==> src/rtl/stfq_rank_compute_if.sv <==
// rtl/stfq_rank_compute_if.sv - upstream, PIFO enqueue and PIFO dequeue signals of the STFQ rank stage
// The slave modport faces the rank stage; the master modport faces whatever drives it.
interface stfq_rank_compute_if #(
    parameter int NUM_FLOWS    = 16,
    parameter int MAX_PRIORITY = 256,
    parameter int DATA_WIDTH   = 8,
    parameter int LEN_WIDTH    = 8
);
    localparam int FLOW_WIDTH = $clog2(NUM_FLOWS);
    localparam int PRIO_WIDTH = $clog2(MAX_PRIORITY);

    logic                  i__data_in_valid;
    logic [FLOW_WIDTH-1:0] i__data_in_flow;
    logic [LEN_WIDTH-1:0]  i__data_in_len;
    logic [DATA_WIDTH-1:0] i__data_in;
    logic                  o__data_in_ready;

    logic                  o__data_out_valid;
    logic [PRIO_WIDTH-1:0] o__data_out_priority;
    logic [DATA_WIDTH-1:0] o__data_out;
    logic                  i__data_out_ready;

    logic                  i__deq_valid;
    logic [PRIO_WIDTH-1:0] i__deq_priority;
    logic                  i__clear_all;
    logic [PRIO_WIDTH-1:0] o__vtime;

    modport slave (
        input  i__data_in_valid, i__data_in_flow, i__data_in_len, i__data_in,
        output o__data_in_ready,
        output o__data_out_valid, o__data_out_priority, o__data_out,
        input  i__data_out_ready,
        input  i__deq_valid, i__deq_priority, i__clear_all,
        output o__vtime
    );

    modport master (
        output i__data_in_valid, i__data_in_flow, i__data_in_len, i__data_in,
        input  o__data_in_ready,
        input  o__data_out_valid, o__data_out_priority, o__data_out,
        output i__data_out_ready,
        output i__deq_valid, i__deq_priority, i__clear_all,
        input  o__vtime
    );
endinterface

==> src/rtl/stfq_rank_compute.sv <==
// rtl/stfq_rank_compute.sv - start-time fair queueing rank computation in front of a PIFO
// Each packet is ranked by its start tag max(V, F[flow]); F[flow] then advances by the packet length.
module stfq_rank_compute #(
    parameter int NUM_FLOWS    = 16,
    parameter int MAX_PRIORITY = 256,
    parameter int DATA_WIDTH   = 8,
    parameter int LEN_WIDTH    = 8
) (
    input  logic                    clk,
    input  logic                    reset,
    stfq_rank_compute_if.slave      bus
);
    localparam int FLOW_WIDTH = $clog2(NUM_FLOWS);
    localparam int PRIO_WIDTH = $clog2(MAX_PRIORITY);
    localparam int SUM_WIDTH  = ((PRIO_WIDTH > LEN_WIDTH) ? PRIO_WIDTH : LEN_WIDTH) + 1;
    localparam logic [SUM_WIDTH-1:0] PRIO_SAT = SUM_WIDTH'(MAX_PRIORITY - 1);

    logic [PRIO_WIDTH-1:0] f_q [NUM_FLOWS];
    logic [PRIO_WIDTH-1:0] v_q, v_d;
    logic                  out_valid_q, out_valid_d;
    logic [PRIO_WIDTH-1:0] out_prio_q, out_prio_d;
    logic [DATA_WIDTH-1:0] out_data_q, out_data_d;

    logic                  in_ready;
    logic                  accept;
    logic [FLOW_WIDTH-1:0] flow;
    logic [PRIO_WIDTH-1:0] f_rd;
    logic [PRIO_WIDTH-1:0] start_tag;
    logic [SUM_WIDTH-1:0]  finish_sum;
    logic [PRIO_WIDTH-1:0] finish_tag;

    always_comb begin
        flow       = bus.i__data_in_flow;
        // A full output slot can still take a packet when the PIFO drains it this cycle.
        in_ready   = reset & ~bus.i__clear_all & (~out_valid_q | bus.i__data_out_ready);
        accept     = bus.i__data_in_valid & in_ready;
        f_rd       = f_q[flow];
        start_tag  = (v_q > f_rd) ? v_q : f_rd;
        finish_sum = SUM_WIDTH'(start_tag) + SUM_WIDTH'(bus.i__data_in_len);
        finish_tag = (finish_sum > PRIO_SAT) ? PRIO_SAT[PRIO_WIDTH-1:0]
                                             : finish_sum[PRIO_WIDTH-1:0];
    end

    always_comb begin
        v_d         = v_q;
        out_valid_d = out_valid_q;
        out_prio_d  = out_prio_q;
        out_data_d  = out_data_q;
        if (bus.i__clear_all) begin
            v_d         = '0;
            out_valid_d = 1'b0;
        end else begin
            // start_tag above already sampled the pre-update V, so a same-cycle dequeue cannot leak in.
            if (bus.i__deq_valid && (bus.i__deq_priority > v_q))
                v_d = bus.i__deq_priority;
            if (accept) begin
                out_valid_d = 1'b1;
                out_prio_d  = start_tag;
                out_data_d  = bus.i__data_in;
            end else if (out_valid_q && bus.i__data_out_ready) begin
                out_valid_d = 1'b0;
            end
        end
    end

    always_ff @(posedge clk or negedge reset) begin
        if (!reset) begin
            for (int i = 0; i < NUM_FLOWS; i++)
                f_q[i] <= '0;
            v_q         <= '0;
            out_valid_q <= 1'b0;
            out_prio_q  <= '0;
            out_data_q  <= '0;
        end else begin
            if (bus.i__clear_all) begin
                for (int i = 0; i < NUM_FLOWS; i++)
                    f_q[i] <= '0;
            end else if (accept) begin
                f_q[flow] <= finish_tag;
            end
            v_q         <= v_d;
            out_valid_q <= out_valid_d;
            out_prio_q  <= out_prio_d;
            out_data_q  <= out_data_d;
        end
    end

    assign bus.o__data_in_ready     = in_ready;
    assign bus.o__data_out_valid    = out_valid_q;
    assign bus.o__data_out_priority = out_prio_q;
    assign bus.o__data_out          = out_data_q;
    assign bus.o__vtime             = v_q;
endmodule

==> src/flat_wrapper.sv <==
// flat-port wrapper written by rule: the top's interface ports become plain ports
module stfq_rank_compute_flat 
#(
    parameter int NUM_FLOWS    = 16,
    parameter int MAX_PRIORITY = 256,
    parameter int DATA_WIDTH   = 8,
    parameter int LEN_WIDTH    = 8
)
  (clk, reset, bus_i__data_in_valid, bus_i__data_in_flow, bus_i__data_in_len, bus_i__data_in, bus_o__data_in_ready, bus_o__data_out_valid, bus_o__data_out_priority, bus_o__data_out, bus_i__data_out_ready, bus_i__deq_valid, bus_i__deq_priority, bus_i__clear_all, bus_o__vtime);
  stfq_rank_compute_if #(.NUM_FLOWS(NUM_FLOWS), .MAX_PRIORITY(MAX_PRIORITY), .DATA_WIDTH(DATA_WIDTH), .LEN_WIDTH(LEN_WIDTH)) bus_i ();
  input  logic clk;
  input  logic reset;
  input wire logic [$bits(bus_i.i__data_in_valid)-1:0] bus_i__data_in_valid;
  input wire logic [$bits(bus_i.i__data_in_flow)-1:0] bus_i__data_in_flow;
  input wire logic [$bits(bus_i.i__data_in_len)-1:0] bus_i__data_in_len;
  input wire logic [$bits(bus_i.i__data_in)-1:0] bus_i__data_in;
  output wire logic [$bits(bus_i.o__data_in_ready)-1:0] bus_o__data_in_ready;
  output wire logic [$bits(bus_i.o__data_out_valid)-1:0] bus_o__data_out_valid;
  output wire logic [$bits(bus_i.o__data_out_priority)-1:0] bus_o__data_out_priority;
  output wire logic [$bits(bus_i.o__data_out)-1:0] bus_o__data_out;
  input wire logic [$bits(bus_i.i__data_out_ready)-1:0] bus_i__data_out_ready;
  input wire logic [$bits(bus_i.i__deq_valid)-1:0] bus_i__deq_valid;
  input wire logic [$bits(bus_i.i__deq_priority)-1:0] bus_i__deq_priority;
  input wire logic [$bits(bus_i.i__clear_all)-1:0] bus_i__clear_all;
  output wire logic [$bits(bus_i.o__vtime)-1:0] bus_o__vtime;
  assign bus_i.i__data_in_valid = bus_i__data_in_valid;
  assign bus_i.i__data_in_flow = bus_i__data_in_flow;
  assign bus_i.i__data_in_len = bus_i__data_in_len;
  assign bus_i.i__data_in = bus_i__data_in;
  assign bus_o__data_in_ready = bus_i.o__data_in_ready;
  assign bus_o__data_out_valid = bus_i.o__data_out_valid;
  assign bus_o__data_out_priority = bus_i.o__data_out_priority;
  assign bus_o__data_out = bus_i.o__data_out;
  assign bus_i.i__data_out_ready = bus_i__data_out_ready;
  assign bus_i.i__deq_valid = bus_i__deq_valid;
  assign bus_i.i__deq_priority = bus_i__deq_priority;
  assign bus_i.i__clear_all = bus_i__clear_all;
  assign bus_o__vtime = bus_i.o__vtime;
  stfq_rank_compute #(.NUM_FLOWS(NUM_FLOWS), .MAX_PRIORITY(MAX_PRIORITY), .DATA_WIDTH(DATA_WIDTH), .LEN_WIDTH(LEN_WIDTH)) u_core (.clk(clk), .reset(reset), .bus(bus_i));
endmodule
==> config.mk <==
export PLATFORM = sky130hd
export DESIGN_NAME = stfq_rank_compute_flat
export DESIGN_NICKNAME = d
export VERILOG_FILES = /design/src/rtl/stfq_rank_compute_if.sv /design/src/rtl/stfq_rank_compute.sv /design/src/flat_wrapper.sv
export SDC_FILE = /design/constraint.sdc
export NUM_CORES = 1
export LEC_CHECK = 0
export CAP_MARGIN = 40
export CORE_UTILIZATION = 55
export CTS_CLUSTER_SIZE = 40
export DETAILED_ROUTE_END_ITERATION = 10
export DONT_BUFFER_PORTS = 1
export HOLD_SLACK_MARGIN = 0.06
export PLACE_DENSITY = 0.7
export SLEW_MARGIN = 20
export SYNTH_ARGS = -nofsm -noshare
export SYNTH_HDL_FRONTEND = slang
export SYNTH_SLANG_ARGS = --single-unit
==> constraint.sdc <==
create_clock -name clk -period 6.5 [get_ports clk]
set_clock_uncertainty 0.1 [all_clocks]
set_input_delay 1.3 -clock clk [delete_from_list [all_inputs] [get_ports clk]]
set_output_delay 1.3 -clock clk [all_outputs]
set_load 0.005 [all_outputs]
Word level (Yosys, flattened, before mapping)
Index checks and enable logic that the tools add are counted.
{"block": "word_totals", "inputBits": 34, "register_bits": 153, "out_inout_bits": 26, "wordCells": 55}
{"block": "op_classes", "n_mux": 15, "n_lt_le_gt_ge": 5, "add_sub_neg": 1, "bitwise_logic": 7, "n_reduce_logical": 7}
{"operator": "$mux W128", "count": 2}
{"operator": "$bwmux W128", "count": 1}
{"operator": "$mux W8", "count": 7}
{"operator": "$bmux W8 S4", "count": 1}
{"operator": "$demux W8 S4", "count": 1}
{"operator": "$gt A8 B8 Y1", "count": 2}
{"operator": "$add A8 B8 Y9", "count": 1}
{"operator": "$gt A9 B8 Y1 const B", "count": 1}
{"operator": "$ge A5 B5 Y1 const B", "count": 1}
{"operator": "$lt A5 B1 Y1 const B", "count": 1}
{"operator": "$not A4 Y5", "count": 1}
{"operator": "$reduce_bool A2 Y1", "count": 2}
{"operator": "$and A1 B1 Y1", "count": 3}
{"operator": "$logic_and A1 B1 Y1", "count": 3}
{"operator": "$mux W1", "count": 3}
{"operator": "$reduce_bool A3 Y1", "count": 1}
{"operator": "$not A1 Y1", "count": 2}
{"operator": "$reduce_and A2 Y1", "count": 1}
{"operator": "$or A1 B1 Y1", "count": 1}

Depth between registers and ports, before layout
{"block": "depth", "depth_word": 12, "ltp_mapped": 22}

Least setup slack after synthesis
No wires, ideal clock.
{"block": "synth_timing", "path_kind": "input-to-reg", "start": "input bus_i__data_in_flow[0]", "end": "register u_core.f_q[66] (netlist bit)", "t_arrival_ps": 5147, "n_path_buf": 4, "stages": 21, "path_slack_ps": 1133, "path_cell_list": "buf_4 mux4_2 a22oi_1 nand2_1 inv_1 ha_1 a211oi_1 nor2_1 o31a_1 clkbuf_1 nand2_1 o21ai_1 ha_1 fa_1 and3_4 o211ai_1 and3_1 buf_4 buf_4 a21oi_1 a31o_2"}
{"block": "synth_via", "elab_chain_len": 12}
{"element": "from (decl)", "line_no": "flat_wrapper.sv:14", "source": "input wire logic [$bits(bus_i.i__data_in_flow)-1:0] bus_i__data_in_flow;"}
{"element": "$not A4 Y5 (implied by the code) *", "line_no": "stfq_rank_compute.sv:37", "source": "f_rd = f_q[flow];"}
{"element": "$bmux W8 S4 *", "line_no": "stfq_rank_compute.sv:37"}
{"element": "$mux W8 (implied by the code) * (2 in a row)", "line_no": "stfq_rank_compute.sv:37"}
{"element": "$gt A8 B8 Y1", "line_no": "stfq_rank_compute.sv:38", "source": "start_tag = (v_q > f_rd) ? v_q : f_rd;"}
{"element": "$mux W8 *", "line_no": "stfq_rank_compute.sv:38"}
{"element": "named net u_core.start_tag[0]", "line_no": "stfq_rank_compute.sv:28", "source": "logic [PRIO_WIDTH-1:0] start_tag;"}
{"element": "$add A8 B8 Y9 *", "line_no": "stfq_rank_compute.sv:39", "source": "finish_sum = SUM_WIDTH'(start_tag) + SUM_WIDTH'(bus.i__data_in_len);"}
{"element": "$gt A9 B8 Y1", "line_no": "stfq_rank_compute.sv:40", "source": "finish_tag = (finish_sum > PRIO_SAT) ? PRIO_SAT[PRIO_WIDTH-1:0]"}
{"element": "$mux W8 *", "line_no": "stfq_rank_compute.sv:40"}
{"element": "$bwmux W128 *", "line_no": "stfq_rank_compute.sv:79", "source": "f_q[flow] <= finish_tag;"}
{"element": "$mux W128 *", "line_no": "stfq_rank_compute.sv:78", "source": "end else if (accept) begin"}
{"element": "$mux W128 *", "line_no": "stfq_rank_compute.sv:75", "source": "if (bus.i__clear_all) begin"}
{"element": "to (signal, indexed assignment)", "line_no": "stfq_rank_compute.sv:79"}
{"element": "to (decl)", "line_no": "stfq_rank_compute.sv:18", "source": "logic [PRIO_WIDTH-1:0] f_q [NUM_FLOWS];"}
Mark *: on every way through the listed nets, which the timed path passes. The rest lies on a longest branch. The select of a mux whose other input is x is not followed.
A chain may end at the register's enable or synchronous reset.

Final worst setup path
Same ends and word-level chain as after synthesis.

==> summary.md <==
| Metric | Value |
|---|---|
| Max-slew headroom | `47.1%` |
| Power, Total | `2.27 mW` |
| H-tree Lvls | `4` |
| Vias in the first global route | `6,446` |
| Endpoints failing setup | `0` |
| P_leak | `3.88 nW` |
| Hold Fails Final Rpt | `0` |
| Area leader, netlist | `dfrtp_1` |
| Synth Warn # | `0` |
| Pwr Density | `256 nW/um2` |
| GRT Overall Usage | `28.2%` |
| CTS resizes | `0` |
| WP buf/inv | `2` |
| Data required, critical path | `6.72 ns` |
| GR Overflow Total | `0` |
| Outcome | `completed` |
| Number of max-cap violations | `0` |
| Synthesized area | `8220 um2` |
| Multi-input logic area | `4000 um2` |
| DRC Markers | `0` |
| Core box area | `14,500 um2` |
| CTS tree | `done` |
| Synth Area in Compound Gates | `16.5%` |
| Cts bufs inserted | `17` |
| Final nets | `814` |
| Die width | `124 um` |
| Drt via density | `6.65` |
| Initial antenna violation count | `0` |
| Final period util | `86.7%` |
| Worst-Skew Late Latency | `0.43 ns` |
| Fmax | `0.177 GHz` |
| Worst path cell trace | `mux4_2, a22oi_1, nand2_1, inv_1, ha_1, nor2b_1, o21ai_0, nand4bb_1, nand2_1, o21ai_1, ha_1, fa_1, and3_4, o211ai_1, and3_1, buf_4, a21oi_1, a31o_2` |
| Drt first pass iters | `5` |
| Root Buffer | `clkbuf_16` |
| Initial Util | `56.5%` |
| CP Capture Type | `register` |
| Number of top-level pins | `60` |
| Slew Viols, Final | `0` |
| GPL Wtd Cong | `0.967` |
| Layout cells sized above 1 | `15.1%` |
| Post-synth EDFFs | `0` |
| CTS max path bufs | `2` |
| RSZ-0062 raised after global routing | `no` |
| Detail Route Antenna Nets | `0` |
| Utilization after layout | `61.0%` |
| Cells after synthesis | `778` |
| Max incr delay on CP | `0.48 ns` |
| Synth Area in Simple Gates | `13.1%` |
| Data arrival, critical path | `5.85 ns` |
| Main combinational cell family by area after synthesis | `compound AO/OA/AOI/OAI gates` |
| Top cell type's share of synthesized area | `46.6%` |
| Top_reg_cell synth | `dfrtp_1` |
| Worst slack, placed | `0.552 ns` |
| Area Overhead vs Synth | `7.86%` |
| DR iter-0 viols | `534` |
| Largest net degree at the start of global routing | `160` |
| Worst hold path type | `register to register` |
| Worst Max-Slew Pin Slew | `0.793 ns` |
| Post-Synth Adder-Cell Area | `4.05%` |
| Post-synthesis mux area share | `14.5%` |
| Syn nets | `838` |
| PortBufs | `0` |
| Post-synth top cells | `dfrtp_1 (153), o21ai_0 (101), nand2_1 (99)` |
| Total number of vias | `6,328` |
| Async S/R FF share, synth | `100%` |
| CP max FO | `40` |
| Critical Path Source Type | `input port` |
| Postcts setup bufs | `0` |
| Die area | `15,400 um2` |
| Sequential area share after synthesis | `46.6%` |
| Count leader, synth | `dfrtp_1` |
| VDD IR-drop max | `0.195 mV` |
| XOR/XNOR Fraction of Synth Area | `0.320%` |
| CTS Sinks | `153` |
| Number of antenna diodes | `0` |
| First-pass GRT wire length | `34.0 mm` |
| Die span in y | `124 um` |
| Rows | `44` |
| Top post-synthesis cells by area | `dfrtp_1 (47%), mux4_2 (8.8%), o21ai_0 (6.2%)` |
| Routed WL | `20.7 mm` |
| Crit path max-delay cell type | `mux4_2` |
| Register Area | `3830 um2` |
| Routed length per instance | `21.8 um` |
| #FFs+latches synth | `153` |
| HPWL Detailed | `13.8 mm` |
| Delay-heaviest family, CP | `simple AND/OR/NAND/NOR gates` |
| Post-route minimum period | `5.64 ns` |
| Fin Setup TNS | `0 ns` |
| CTS Hold Bufs | `0` |
| Clock slew at reported path FFs | `0.06 ns` |
| Setup WS post-layout | `0.861 ns` |
| Avg Inst Size Synth | `10.6 um2` |
| Path type of the worst setup path | `input port to register` |
| Fillers | `1,150` |
| Netlist cell types | `59` |
## report_power, final
part,internal (mW),total [mW],switching [mW],leakage (nW)
Combinational,0.0996,0.289,0.189,1.48
Sequential,0.980,1.00,0.0244,2.11
Clock,0.582,0.977,0.395,0.282
Total,1.66,2.27,0.608,3.88
## area by class of cell
class                           instances  area share (%)
Clock buffer                           20            5.15
Clock inverter                         12            1.41
Inverter                               18           0.762
Multi-Input combinational cell        547            45.1
Sequential cell                       153            43.2
Tap cell                              184            2.60
Timing Repair Buffer                   17            1.75
## logic make-up after synthesis
family	count (synthesis)
DFF	153
buffers and inverters	78
AOI/OAI and AO/OA	219
and+or+nand+nor	221
adders and majority gates	26
xor gates and xnor gates	3
muxes	78
## worst paths after layout
kind | from | endpoint | slack (ns) | depth (start not counted)
max reg2reg | u_core.f_q[97] | u_core.f_q[66] | 1.38 | 18
max in group asynchronous | reset | u_core.f_q[72] | 5.65 | 0
min in group asynchronous | reset | u_core.bus.o__vtime[6] | 0.46 | 0
min | u_core.f_q[101] | u_core.f_q[101] | 0.41 | 2
min reg2reg | u_core.f_q[101] | u_core.f_q[101] | 0.41 | 2
max | bus_i__data_in_flow[0] | u_core.f_q[66] | 0.86 | 18
## worst reg2reg max path: cells and delay by family (launching register included)
family          cells  cell delay [ns]
buf+inv             2             0.42
fa+ha+maj           3             0.86
flops               1             0.39
simple gates        6             1.59
mux                 1             0.49
compound gates      6             1.15
## sequential cells by signal, summed over array words and instances (netlist names)
signal,flops
u_core.bus.o__data_out,8
u_core.bus.o__data_out_priority,8
u_core.bus.o__data_out_valid,1
u_core.bus.o__vtime,8
u_core.f_q,128
## layout by cell type, fill, tap and decap left out, types with 6 or more instances in the layout
| cell type | synthesis | layout |
|---|---|---|
| dfrtp_1 | 153 | 153 |
| o21ai_0 | 101 | 101 |
| nand2_1 | 99 | 99 |
| mux2i_1 | 38 | 38 |
| mux4_2 | 32 | 32 |
| nor2_1 | 35 | 31 |
| a21oi_1 | 28 | 28 |
| nand3_1 | 26 | 26 |
| ha_1 | 25 | 25 |
| inv_1 | 18 | 17 |
| clkbuf_16 | 0 | 17 |
| a22oi_1 | 16 | 16 |
| a21o_1 | 14 | 14 |
| buf_4 | 10 | 14 |
| nor3b_1 | 10 | 10 |
| a31oi_1 | 10 | 10 |
| and3_1 | 9 | 9 |
| nor2b_1 | 9 | 9 |
| a31o_2 | 9 | 9 |
| mux2_2 | 8 | 8 |
| a41oi_1 | 8 | 8 |
| a311oi_1 | 8 | 8 |
| o21bai_1 | 7 | 7 |
| o21ai_1 | 7 | 6 |
## routing by layer
metal  part of all wire (%)  GRT usage [%]
met1                     42           37.5
met2                     47           43.3
met3                    7.5           5.99
met4                    3.9           15.1
met5                      0              0
## metrics by stage
step                      instances  hold WS (ns)  instance area (um2)
after floorplan                 778         0.372                 8220
after global placement          912         0.386                 8190
after detailed placement        919         0.399                 8280
after CTS                       951         0.413                 8860
after global routing            951         0.435                 8860
final                           951         0.411                 8860
No activity file was read; power rests on OpenSTA's default activity.
